File: src/rtl/uart_pkg.sv
// ============================================================================
// uart_pkg -- shared UART state encoding, parity rule and default bit timing
// Rev 1.0
// ============================================================================
`default_nettype none

package uart_pkg;

  localparam int CLKS_PER_BIT_DEFAULT = 16;

  typedef enum logic [2:0] {
    IDLE   = 3'd0,
    START  = 3'd1,
    DATA   = 3'd2,
    PARITY = 3'd3,
    STOP   = 3'd4
  } uart_state_t;

  // Parity bit the transmitter appends: XNOR reduction of the data byte.
  function automatic logic expected_parity(input logic [7:0] data);
    return ~^data;
  endfunction

endpackage

`default_nettype wire

File: src/rtl/uart_rx_sync.sv
// ============================================================================
// uart_rx_sync -- 2-flop synchronizer for rx plus falling-edge detect
// Rev 1.0
// ============================================================================
`default_nettype none

module uart_rx_sync (
  input  logic clk,
  input  logic reset,
  input  logic rx,
  output logic rx_s,
  output logic fall
);

  logic meta;
  logic sync;
  logic prev;

  // Reset to the idle line level so reset release never looks like a start edge.
  always_ff @(posedge clk) begin
    if (reset) begin
      meta <= 1'b1;
      sync <= 1'b1;
      prev <= 1'b1;
    end else begin
      meta <= rx;
      sync <= meta;
      prev <= sync;
    end
  end

  assign rx_s = sync;
  assign fall = prev & ~sync;

endmodule

`default_nettype wire

File: src/rtl/uart_receiver.sv
// ============================================================================
// uart_receiver -- 8 data bits, XNOR parity, one stop bit, mid-bit sampling
// Rev 1.0
// ============================================================================
`default_nettype none

module uart_receiver
  import uart_pkg::*;
#(
  parameter int CLKS_PER_BIT = CLKS_PER_BIT_DEFAULT
) (
  input  logic       clk,
  input  logic       reset,
  input  logic       rx,
  output logic [7:0] data_out,
  output logic       data_valid,
  output logic       parity_error,
  output logic       framing_error,
  output logic       busy
);

  localparam int            CW        = $clog2(CLKS_PER_BIT);
  localparam logic [CW-1:0] HALF_LAST = CW'(CLKS_PER_BIT / 2 - 1);
  localparam logic [CW-1:0] BIT_LAST  = CW'(CLKS_PER_BIT - 1);

  uart_state_t   state, state_next;
  logic [CW-1:0] clk_count, clk_count_next;
  logic [2:0]    bit_count, bit_count_next;
  logic [7:0]    shift, shift_next;
  logic          parity_bit, parity_bit_next;
  logic [7:0]    data_next;
  logic          valid_next;
  logic          perr_next;
  logic          ferr_next;
  logic          rx_s;
  logic          fall;

  uart_rx_sync u_sync (
    .clk   (clk),
    .reset (reset),
    .rx    (rx),
    .rx_s  (rx_s),
    .fall  (fall)
  );

  always_ff @(posedge clk) begin
    if (reset) begin
      state         <= IDLE;
      clk_count     <= '0;
      bit_count     <= '0;
      shift         <= '0;
      parity_bit    <= 1'b0;
      data_out      <= '0;
      data_valid    <= 1'b0;
      parity_error  <= 1'b0;
      framing_error <= 1'b0;
    end else begin
      state         <= state_next;
      clk_count     <= clk_count_next;
      bit_count     <= bit_count_next;
      shift         <= shift_next;
      parity_bit    <= parity_bit_next;
      data_out      <= data_next;
      data_valid    <= valid_next;
      parity_error  <= perr_next;
      framing_error <= ferr_next;
    end
  end

  always_comb begin
    state_next      = state;
    clk_count_next  = clk_count;
    bit_count_next  = bit_count;
    shift_next      = shift;
    parity_bit_next = parity_bit;
    data_next       = data_out;
    valid_next      = 1'b0;
    perr_next       = parity_error;
    ferr_next       = framing_error;

    case (state)
      IDLE: begin
        clk_count_next = '0;
        bit_count_next = '0;
        if (fall) state_next = START;
      end

      START: begin
        // Half-bit check rejects glitches and centres later samples mid-bit.
        if (clk_count == HALF_LAST) begin
          clk_count_next = '0;
          bit_count_next = '0;
          state_next     = rx_s ? IDLE : DATA;
        end else begin
          clk_count_next = clk_count + 1'b1;
        end
      end

      DATA, PARITY, STOP: begin
        if (clk_count == BIT_LAST) begin
          clk_count_next = '0;
          case (state)
            DATA: begin
              shift_next[bit_count] = rx_s;
              if (bit_count == 3'd7) state_next = PARITY;
              else                   bit_count_next = bit_count + 1'b1;
            end
            PARITY: begin
              parity_bit_next = rx_s;
              state_next      = STOP;
            end
            default: begin
              data_next  = shift;
              perr_next  = (parity_bit != expected_parity(shift));
              ferr_next  = ~rx_s;
              valid_next = 1'b1;
              state_next = IDLE;
            end
          endcase
        end else begin
          clk_count_next = clk_count + 1'b1;
        end
      end

      default: state_next = IDLE;
    endcase
  end

  assign busy = (state != IDLE);

endmodule

`default_nettype wire

File: config.mk
export PLATFORM = sky130hd
export DESIGN_NAME = uart_receiver
export DESIGN_NICKNAME = d
export VERILOG_FILES = /design/src/rtl/uart_pkg.sv /design/src/rtl/uart_rx_sync.sv /design/src/rtl/uart_receiver.sv
export SDC_FILE = /design/constraint.sdc
export NUM_CORES = 1
export LEC_CHECK = 0
export CAP_MARGIN = 30
export CORE_MARGIN = 2
export CORE_UTILIZATION = 50
export CTS_CLUSTER_SIZE = 24
export DETAILED_ROUTE_END_ITERATION = 8
export PLACE_DENSITY = 0.74
export SYNTH_ARGS = -nofsm -noshare
export SYNTH_HDL_FRONTEND = slang
export SYNTH_HIERARCHICAL = 1
export SYNTH_SLANG_ARGS = --single-unit
File: constraint.sdc
create_clock -name clk -period 1.7 [get_ports clk]
set_input_delay 0.34 -clock clk [delete_from_list [all_inputs] [get_ports clk]]
set_output_delay 0.34 -clock clk [all_outputs]
set_load 0.02 [all_outputs]
==> metrics.txt <==
nets=211; number of global-route vias before repair=1,279; dpl ws=-58.6 ps; Clock Latency Late Sink=330 ps; Total Neg Setup Slack=0 ps; status=completed; area taken by multi-input logic gates=871 um2; commonest cells after routing, fill and taps aside=dfxtp_1, nand2_1, a21oi_1, nor2_1, buf_4; Pre-Repair DR Iteration Count=4; ratio of final minimum period to clock period=97.7%; fin. max-slew vios=0; critical path class=flop to flop; pwr dens=792 mW/mm2; total track usage=20.8%; Area Growth Syn to Fin=24.5%; Mapped Nets=187; clk sink count=33; height of the chip=60.1 um; layout cell share with drive strength beyond 1=18.9%; Horiz. Die Dim=60.1 um; Die ar.=0.00361 mm2; CP required=1970 ps; hold_buf cts=0; f_max=602 MHz; Ant. Diodes=0; WL/cell=12.6 um; worst-margin pin slew=357 ps; H-Tree Depth=2; critical path capture point type=flop; synthesized area per cell=8.69 um2; Num CTS Buffers=5; Period minus WS final=1660 ps; MaxCap Viol Count=0; Core Rows=20; Clock Path Buffers=2; Util after Layout=64.7%; most common cell after layout, fill and taps aside=dfxtp_1; Synth cell types=39; met3 Track Usage GR=6.49%; r2r setup slk=40 ps; static leakage=0.763 nW; minimum hold slack=414 ps; CTS tree=built; Synth Instances=181; Final Hold Fails=0; #FFs+latches synth=33; Post-Syn Area=0.00157 mm2; crit path max fanout=5; clock transition at the registers of the reported paths=110 ps; grt ovf=0; final worst slack=39.3 ps; largest net degree at the start of global routing=21; RSZ-0062 raised after global routing=yes; initial antenna violation count=0; Reg area=666 um2; HPWL Detailed=2230 um; Hold Path Class=flop to flop; DP Cell Count=240; sequential element share of the synthesized area=42.0%; DRC=0; Most Crowded Layer GR=met2; io pins=15; Initial Utilization=51.9%; Routed Antenna Nets=0; GR Util met2=34.5%; worst relative slew slack=75.6%; Final setup viols=0; # fillers=253; CTS root buf=clkbuf_4; first-pass GRT wire length=5590 um; maximum vdd ir drop=590 uV; drt initial violations=70; core area=0.00303 mm2; GPL Wtd Cong=0.918; Final Skew=9.35 ps; synth warn=6; fin cells=250; Worst setup SP type=flop; total wire length=3150 um; Worst EP arrival=1930 ps; met1 usage=24.2%; via count=1,309; number of buffers added on ports=14; via/cell ratio=5.24
==> flip-flops by register name, summed over array words and instances, names as in the netlist <==
signal / flops
bit_count: 3
u_sync/rx_s: 1
u_sync/meta: 1
shift: 8
data_out: 8
parity_bit: 1
clk_count: 4
data_valid: 1
parity_error: 1
u_sync/prev: 1
framing_error: 1
state: 3
==> worst paths after layout <==
| kind | depth (start not counted) | start | endpoint |
|---|---|---|---|
| worst max-delay path | 6 | clk_count[0] | bit_count[2] |
| worst min-delay path | 1 | u_sync/meta | u_sync/rx_s |
| worst max register to register | 6 | clk_count[0] | bit_count[2] |
| worst min register to register | 1 | u_sync/meta | u_sync/rx_s |
==> worst max-delay path, cell delays in order, from the launching register on <==
cell	delay, ps
dfxtp_2	370
ha_4	180
nand2_4	60
o21a_1	180
o311a_4	330
nor3_4	250
mux2i_1	230
==> Yosys cell counts (all sizes together) <==
cell	number	area, um2
nor3	6	41.3
o21ai	5	25.0
o311a	1	21.3
mux2	1	11.3
o21a	2	15.0
or2	4	25.0
nand2	24	92.6
nand4b	1	8.76
a2111oi	1	8.76
nand2b	5	31.3
nor2	20	80.1
ha	3	37.5
xor2	2	17.5
mux2i	13	130
a31oi	1	6.26
clkbuf	8	31.3
or3	1	6.26
a31o	1	8.76
xnor2	6	52.6
dfxtp	33	661
a21oi	18	90.1
nand3b	3	22.5
and2	1	6.26
and3	3	20.0
nor3b	4	45.1
nand3	7	35.0
nor2b	1	6.26
buf	4	25.0
inv	1	3.75
a211oi	1	7.51
==> power by group <==
group	leakage, nW	switching [mW]	internal [mW]	total (mW)
combinational	0.440	0.0270	0.0203	0.0473
clock	0.0552	0.273	0.455	0.728
sequential	0.268	0.00110	0.775	0.776
==> routing by layer <==
layer  up-vias  share of wire (%)  routed length (um)
li1        663                  -                   -
met1       618                 45                1400
met2        21                 50                1570
met3         7                3.8                 121
met4         0                1.9                  61
met5         -                  0                   0
==> layout make-up <==
cell class | count | share of cell area [%]
clock buffer | 5 | 1.92
clock inverter | 3 | 3.32
inverter | 1 | 0.192
multi-input combinational | 135 | 44.5
sequential | 33 | 34.0
tap | 44 | 2.81
timing repair buffer | 29 | 13.3
==> kinds of logic after synthesis <==
kind of cell / after synthesis / synth area share (%)
buf+inv: 13 / 3.82
fa+ha+maj: 3 / 2.39
xor+xnor: 8 / 4.46
flops: 33 / 42.0
simple gates: 80 / 26.7
mux: 14 / 8.99
compound gates: 30 / 11.6
==> per-stage QoR <==
stage | cell area, um2 | power (mW)
CTS | 1940 | 1.57
finish | 1960 | 1.55
global route | 1960 | 1.61
floorplan | 1570 | 0.823
global placement | 1820 | 0.840
detailed placement | 1820 | 0.842
==> timing repair <==
| item | CTS | global route |
|---|---|---|
| cloned | 0 | 0 |
| gates resized for setup | 4 | 6 |
| buffers inserted | 0 | 2 |
| setup endpoints to repair | 7 | 9 |
| pin swaps | 1 | 2 |
Power figures use the tool's default switching activity.
